--- src/rtl/ifu_pkg.sv ---
// ifu_pkg: shared defaults and FIFO entry type for the instruction fetch unit
package ifu_pkg;
  localparam int DEF_ADDR_WIDTH = 8;
  localparam int DEF_DATA_WIDTH = 8;
  localparam int DEF_FIFO_DEPTH = 2;
  localparam logic [DEF_ADDR_WIDTH-1:0] DEF_RESET_VECTOR = 8'h00;
  typedef struct packed {
    logic [DEF_ADDR_WIDTH-1:0] pc;
    logic [DEF_DATA_WIDTH-1:0] data;
  } fifo_entry_t;
endpackage

--- src/rtl/ifu_prefetch_fifo.sv ---
// ifu_prefetch_fifo: circular prefetch FIFO with push, pop, flush and occupancy
// Ports: clk, rst_n (async, active-low), push_i/wdata_i write side,
//        pop_i/rdata_o read side (rdata_o is the head entry), flush_i empties
//        the FIFO with priority over push/pop, occ_o is the entry count.
module ifu_prefetch_fifo
  import ifu_pkg::*;
#(
  parameter int DEPTH = DEF_FIFO_DEPTH,
  parameter int WIDTH = DEF_ADDR_WIDTH + DEF_DATA_WIDTH
) (
  input  logic                         clk,
  input  logic                         rst_n,
  input  logic                         push_i,
  input  logic                         pop_i,
  input  logic                         flush_i,
  input  logic [WIDTH-1:0]             wdata_i,
  output logic [WIDTH-1:0]             rdata_o,
  output logic [$clog2(DEPTH+1)-1:0]   occ_o
);
  localparam int PW = (DEPTH > 1) ? $clog2(DEPTH) : 1;
  localparam int OW = $clog2(DEPTH + 1);
  logic [WIDTH-1:0] mem_q [DEPTH];
  logic [PW-1:0] rd_q, wr_q;
  logic [OW-1:0] occ_q;
  function automatic logic [PW-1:0] inc(input logic [PW-1:0] p);
    return (p == PW'(DEPTH - 1)) ? '0 : p + 1'b1;
  endfunction
  always_ff @(posedge clk or negedge rst_n) begin
    if (!rst_n) begin
      for (int i = 0; i < DEPTH; i++) mem_q[i] <= '0;
      rd_q  <= '0;
      wr_q  <= '0;
      occ_q <= '0;
    end else if (flush_i) begin
      rd_q  <= '0;
      wr_q  <= '0;
      occ_q <= '0;
    end else begin
      if (push_i) begin
        mem_q[wr_q] <= wdata_i;
        wr_q        <= inc(wr_q);
      end
      if (pop_i) rd_q <= inc(rd_q);
      occ_q <= occ_q + OW'(push_i) - OW'(pop_i);
    end
  end
  assign rdata_o = mem_q[rd_q];
  assign occ_o   = occ_q;
endmodule

--- src/rtl/instr_fetch_unit.sv ---
// instr_fetch_unit: program-ROM fetch initiator with prefetch FIFO and redirect
// Ports: clk, rst_n (async, active-low); rom_addr_o/rom_data_i ROM bus (data
//        one cycle after address); instr_o/instr_pc_o/instr_valid_o/
//        instr_ready_i decoder handshake; redirect_i/redirect_addr_i flush and
//        restart; stall_cnt_o empty-cycle counter, present only with IFU_PERF_EN.
module instr_fetch_unit
  import ifu_pkg::*;
#(
  parameter int ADDR_WIDTH = DEF_ADDR_WIDTH,
  parameter int DATA_WIDTH = DEF_DATA_WIDTH,
  parameter int FIFO_DEPTH = DEF_FIFO_DEPTH,
  parameter logic [ADDR_WIDTH-1:0] RESET_VECTOR = DEF_RESET_VECTOR
) (
  input  logic                  clk,
  input  logic                  rst_n,
  output logic [ADDR_WIDTH-1:0] rom_addr_o,
  input  logic [DATA_WIDTH-1:0] rom_data_i,
  output logic [DATA_WIDTH-1:0] instr_o,
  output logic [ADDR_WIDTH-1:0] instr_pc_o,
  output logic                  instr_valid_o,
  input  logic                  instr_ready_i,
  input  logic                  redirect_i,
  input  logic [ADDR_WIDTH-1:0] redirect_addr_i
`ifdef IFU_PERF_EN
  ,
  output logic [15:0]           stall_cnt_o
`endif
);
  logic [ADDR_WIDTH-1:0] fetch_pc_q, fetch_pc_d, inflight_pc_q, inflight_pc_d;
  logic inflight_q, inflight_d, pop, issue;
  logic [$clog2(FIFO_DEPTH+1)-1:0] occ;
  // The in-flight byte reserves a slot so a push can never find the FIFO full.
  assign pop   = instr_valid_o & instr_ready_i;
  assign issue = !redirect_i && (int'(occ) + int'(inflight_q) - int'(pop)) < FIFO_DEPTH;
  always_comb begin
    fetch_pc_d    = redirect_i ? redirect_addr_i : issue ? fetch_pc_q + 1'b1 : fetch_pc_q;
    inflight_d    = issue;
    inflight_pc_d = issue ? fetch_pc_q : inflight_pc_q;
  end
  always_ff @(posedge clk or negedge rst_n) begin
    if (!rst_n) begin
      fetch_pc_q    <= RESET_VECTOR;
      inflight_q    <= 1'b0;
      inflight_pc_q <= '0;
    end else begin
      fetch_pc_q    <= fetch_pc_d;
      inflight_q    <= inflight_d;
      inflight_pc_q <= inflight_pc_d;
    end
  end
  ifu_prefetch_fifo #(
    .DEPTH (FIFO_DEPTH),
    .WIDTH (ADDR_WIDTH + DATA_WIDTH)
  ) u_fifo (
    .clk     (clk),
    .rst_n   (rst_n),
    .push_i  (inflight_q),
    .pop_i   (pop),
    .flush_i (redirect_i),
    .wdata_i ({inflight_pc_q, rom_data_i}),
    .rdata_o ({instr_pc_o, instr_o}),
    .occ_o   (occ)
  );
  assign rom_addr_o    = fetch_pc_q;
  assign instr_valid_o = occ != '0;
`ifdef IFU_PERF_EN
  logic [1:0] redir_q;
  logic [15:0] stall_q;
  // Empty cycles caused by the redirect refill bubble are not counted as stalls.
  always_ff @(posedge clk or negedge rst_n) begin
    if (!rst_n) begin
      redir_q <= '0;
      stall_q <= '0;
    end else begin
      redir_q <= {redir_q[0], redirect_i};
      if (!instr_valid_o && redir_q == 2'b00 && stall_q != 16'hFFFF) stall_q <= stall_q + 16'd1;
    end
  end
  assign stall_cnt_o = stall_q;
`endif
endmodule
--- config.mk ---
export PLATFORM = sky130hd
export DESIGN_NAME = instr_fetch_unit
export DESIGN_NICKNAME = d
export VERILOG_FILES = /design/src/rtl/ifu_pkg.sv /design/src/rtl/ifu_prefetch_fifo.sv /design/src/rtl/instr_fetch_unit.sv
export SDC_FILE = /design/constraint.sdc
export NUM_CORES = 1
export LEC_CHECK = 0
export CELL_PAD_IN_SITES_DETAIL_PLACEMENT = 0
export CELL_PAD_IN_SITES_GLOBAL_PLACEMENT = 1
export CORE_MARGIN = 4
export CORE_UTILIZATION = 35
export CTS_CLUSTER_SIZE = 25
export DETAILED_ROUTE_END_ITERATION = 8
export MAX_ROUTING_LAYER = met4
export PLACE_DENSITY_LB_ADDON = 0.1
export SYNTH_ARGS = -nofsm -noshare
export SYNTH_HDL_FRONTEND = slang
export SYNTH_SLANG_ARGS = --single-unit
--- constraint.sdc ---
create_clock -name clk -period 3.1 [get_ports clk]
set_input_delay 0.775 -clock clk [delete_from_list [all_inputs] [get_ports clk]]
set_output_delay 0.775 -clock clk [all_outputs]
set_load 0.01 [all_outputs]
; Yosys cells after proc, flatten, opt, wreduce, memory -nomap -nowiden
; Index checks and enable logic that the tools add are counted.
; W data, S select, Z words.
[op_classes]
magnitude_cmp = 4
n_addsub = 7
mux = 15
n_reduce_logical = 8
n_bitwise = 4
[op_table]
columns = cell, count
row1 = $mux W16, 4
row2 = $bwmux W32, 1
row3 = $demux W16 S1, 1
row4 = $mux W8, 2
row5 = $add A8 B1 Y8 const B, 1
row6 = $reduce_bool A2 Y1, 4
row7 = $mux W1, 6
row8 = $ge A2 B2 Y1 const B, 2
row9 = $lt A4 B3 Y1 const B, 1
row10 = $not A1 Y2, 2
row11 = $sub A3 B1 Y4, 1
row12 = $add A2 B1 Y3, 1
row13 = $add A1 B1 Y1 const B, 2
row14 = $add A2 B1 Y2, 1
row15 = $logic_and A1 B1 Y1, 2
row16 = $lt A2 B1 Y1 const B, 1
row17 = $mux W2, 1
row18 = $reduce_and A2 Y1, 1
row19 = $sub A2 B1 Y2, 1
row20 = $and A1 B1 Y1, 1
row21 = $logic_not A1 Y1, 1
row22 = $not A1 Y1, 1
[word_totals]
output_inout_bits = 25
regBits = 53
input_bits = 20
word_cells = 46

; Logic depth before layout (Yosys ltp)
[depth]
depth_word = 7
depth_mapped = 9
ltp_nobuf = 8

; Cells and area by module
; From an unflattened synthesis, not the netlist that was laid out.
[unflattened]
cells_unflattened = 184
hier_area_um2 = 2474.9
[modules_own_cells]
columns = mod, n_inst, seq_area_each_um2, area_each_um2, cells_per_inst
row1 = ifu_prefetch_fifo, 1, 900.9, 1599.0, 101
row2 = instr_fetch_unit, 1, 425.4, 875.8, 83

; Worst setup path before layout
; OpenSTA, ideal clock, no wires.
[synth_path]
path_type = input to register
start = input port instr_ready_i
end = register fetch_pc_q[5] (netlist: rom_addr_o[5])
path_stages = 9
setup_slack_ns = 0.521
arrival_ns = 2.498
setup_ns = 0.082
required_time_ns = 3.018
path_buffers = 1
cell_sequence = nand2_1 > mux2i_1 > ha_1 > inv_1 > fa_1 > buf_4 > nand4_4 > or4_1 > a31oi_1
[synth_via]
elab_chain_len = 5
[synth_lines]
columns = item, line
row1 = from (decl), instr_fetch_unit.sv:21  ; input logic instr_ready_i,
row2 = $and A1 B1 Y1, instr_fetch_unit.sv:33  ; assign pop = instr_valid_o & instr_ready_i;
row3 = $sub A3 B1 Y4, instr_fetch_unit.sv:34  ; assign issue = !redirect_i && (int'(occ) + int'(inflight_q) - int'(pop)) < FIFO_DEPTH;
row4 = $lt A4 B3 Y1, instr_fetch_unit.sv:34
row5 = $logic_and A1 B1 Y1, instr_fetch_unit.sv:34
row6 = $reduce_bool A2 Y1 (no line), -
row7 = to (signal assigned), instr_fetch_unit.sv:46  ; fetch_pc_q <= fetch_pc_d;
row8 = to (decl), instr_fetch_unit.sv:29  ; logic [ADDR_WIDTH-1:0] fetch_pc_q, fetch_pc_d, inflight_pc_q, inflight_pc_d;
; No other way between the ends.
; A chain may end at the register's enable or synchronous reset.

; Final worst setup path
[layout_path]
start = input port instr_ready_i
end = register fetch_pc_q[6] (netlist: rom_addr_o[6])
; The elaborated chain is that of the path after synthesis.

==> out/metrics.cfg <==
[power_and_ir_drop]
ir_worst_vdd_mv = 0.387
seqPwrFrac = 0.390
power.density_nw_per_um2 = 1030
swShare = 0.336
p_int_mw = 2.15
combPwrFrac = 0.486
power_mw = 3.23
p_switching_mw = 1.09
power.leakage_nw = 1.32
clkPwrFrac = 0.123

[yosys]
ys_ff_latch = 53
syn-num-nets = 204
syn_inst = 181
yosysUniqueCellTypes = 34
syn_area_per_cell_sq_um = 13.5
netlist_area_sq_um = 2450
yosysWarnings = 0
seq_area_frac_synth = 0.542

[clock_network]
cts.sinks = 53
path_clk_slew_ns = 0.10
clk_path_buf_depth = 2
ctsHoldBuffers = 0
cts_root_buffer = clkbuf_8
cts_inserted_buffers = 5
cts_resized = 0
postCtsSetupBuffers = 0
tritoncts = done
clkLatencyLatePin_ns = 0.31
htreeDepth = 2

[layout]
layout_common_cells = mux2_2 (56), dfrtp_1 (53), clkdlybuf4s50_1 (43), buf_4 (10), nor2_1 (9)
fin_nets = 258
final_common_cell = mux2_2
final_area_sq_um = 3150
n_antenna_cell = 0
layout.cells.non_filler = 332
syn2layout_area_growth_pct = 28.6
fin_util = 0.463
drive_gt1_frac = 0.352

[grt]
grt_max_degree = 37
grt_pass1_vias = 1853
grt_overflow = 0
grt_antenna_before_repair = 0
grt_use_total = 0.139
grt_pass1_wl_mm = 9.07

[floorplan]
fp-row-count = 30
fp.dieW_um = 91.6
start_util = 0.360
fp.coreArea_sq_um = 6790
die_h_um = 91.6
die_area_sq_um = 8390
ios = 45

[timing]
period_needed_ns = 2.90
period_share = 0.934
drv_slew = 0
fin_setup_tns_ns = 0
tightest_slew_ns = 0.507
fin_ws_ns = 0.203
rsz0062_at_grt = no
max_clock_freq_mhz = 345
skew_ns = 0.00872
hold_viol = 0
final-setup-viol-count = 0
whs_ns = 0.384
relSlewSlack = 0.661

[placed_design]
place_congestion = 0.764
dp_slack_ns = -0.201
place_inst = 324
hpwlAfterDp_mm = 3.77
placed_area_sq_um = 3040
port_buffers = 44

[setup_path]
start_kind = input port
cp_slowest_cell = fa_1
r2r-start = u_fifo.occ_o[1]
end_kind = register
cp.arrival_ns = 3.09
max_stage_delay_ns = 0.63
critPathLaunch = instr_ready_i
required_ns = 3.29
critPathKind = in2reg
crit_fanout = 5
crit_chain = clkdlybuf4s50_1 > nand2_1 > mux2i_1 > ha_1 > inv_1 > fa_1 > and3_1 > a21oi_1 > or3b_2

[drt]
post-route-drc-count = 0
vias = 1624
drt_iter0_drc = 44
first_pass_iters = 4
vias_per_cell = 4.89
ant_nets = 0
wirelength_mm = 5.26
wire_per_inst_um = 15.8

[status]
outcome = finished, final reports clean

[worst_hold_path]
hold_path_class = in2async

[job]
cap_violations = 0

metal layers:
layer	track usage	wire [um]	vias to the layer above
met3	0.0290	222	7
met1	0.170	2320	806
met4	0.0427	72	0
met2	0.229	2650	46
li1	-	-	765
met5	-	0	-
registers in the layout, indices dropped and copies added, names as in the netlist:
register / cells
inflight_pc_q: 8
u_fifo.wr_q: 1
u_fifo.mem_q: 32
u_fifo.rd_q: 1
rom_addr_o: 8
u_fifo.occ_o: 2
inflight_q: 1
area by class of cell:
type	count	area (sq um)
fill	634	3650
sequential	53	1330
multi-input combinational	116	1060
timing repair buffer	55	531
tap	96	120
clock buffer	5	68.8
clock inverter	3	25.0
inverter	4	15.0
synth_stat cells, drive strengths merged:
cell type / n / share of area
mux2: 56 / 0.26
dfrtp: 53 / 0.54
nor2: 9 / 0.014
buf: 7 / 0.020
nand2: 6 / 0.0092
nand3: 5 / 0.014
a31oi: 4 / 0.010
inv: 4 / 0.0061
nand4: 4 / 0.016
o21ai: 4 / 0.0082
or4: 4 / 0.012
and3: 2 / 0.0051
ha: 2 / 0.010
o211ai: 2 / 0.0061
o31ai: 2 / 0.0061
xnor2: 2 / 0.0072
xor2: 2 / 0.0072
a211o: 1 / 0.0036
a21oi: 1 / 0.0020
clkbuf: 1 / 0.0015
fa: 1 / 0.0082
mux2i: 1 / 0.0041
nand2b: 1 / 0.0026
nor2b: 1 / 0.0026
nor3b: 1 / 0.0077
nor4: 1 / 0.0026
o211a: 1 / 0.0041
or2: 1 / 0.0026
or3: 1 / 0.0026
or3b: 1 / 0.0036
final timing paths:
check,endpoint,slack (ns),cells past startpoint
max,rom_addr_o[6],0.20,9
min,inflight_pc_q[4],0.38,1
max reg2reg,rom_addr_o[6],0.63,8
min reg2reg,u_fifo.mem_q[1],0.51,1
max in group asynchronous,rom_addr_o[5],1.91,2
min in group clk,u_fifo.mem_q[1],0.51,1
worst max-delay path, delay by kind of cell:
kind,cells,cell delay (ns)
buffers and inverters,2,0.55
and+or+nand+nor,3,0.77
muxes,1,0.14
adders and majority gates,2,0.79
AOI/OAI and AO/OA,1,0.06
power by group through the flow:
stage	sequential (mW)	combinational [mW]	clock (mW)
after floorplan	1.21	0.965	0
after global placement	1.25	1.55	0
after detailed placement	1.28	1.59	0
after CTS	1.26	1.60	0.420
after global routing	1.31	1.71	0.445
final	1.26	1.57	0.397
logic make-up (layout without fill, tap and decap cells):
group,count (synthesis),in the layout,synth area share
simple gates,37,37,0.0951
mux,57,57,0.262
compound gates,15,15,0.0404
xor+xnor,4,4,0.0143
fa+ha+maj,3,3,0.0184
buf+inv,12,67,0.0276
flops,53,53,0.542
(Power assumes the default switching activity.)
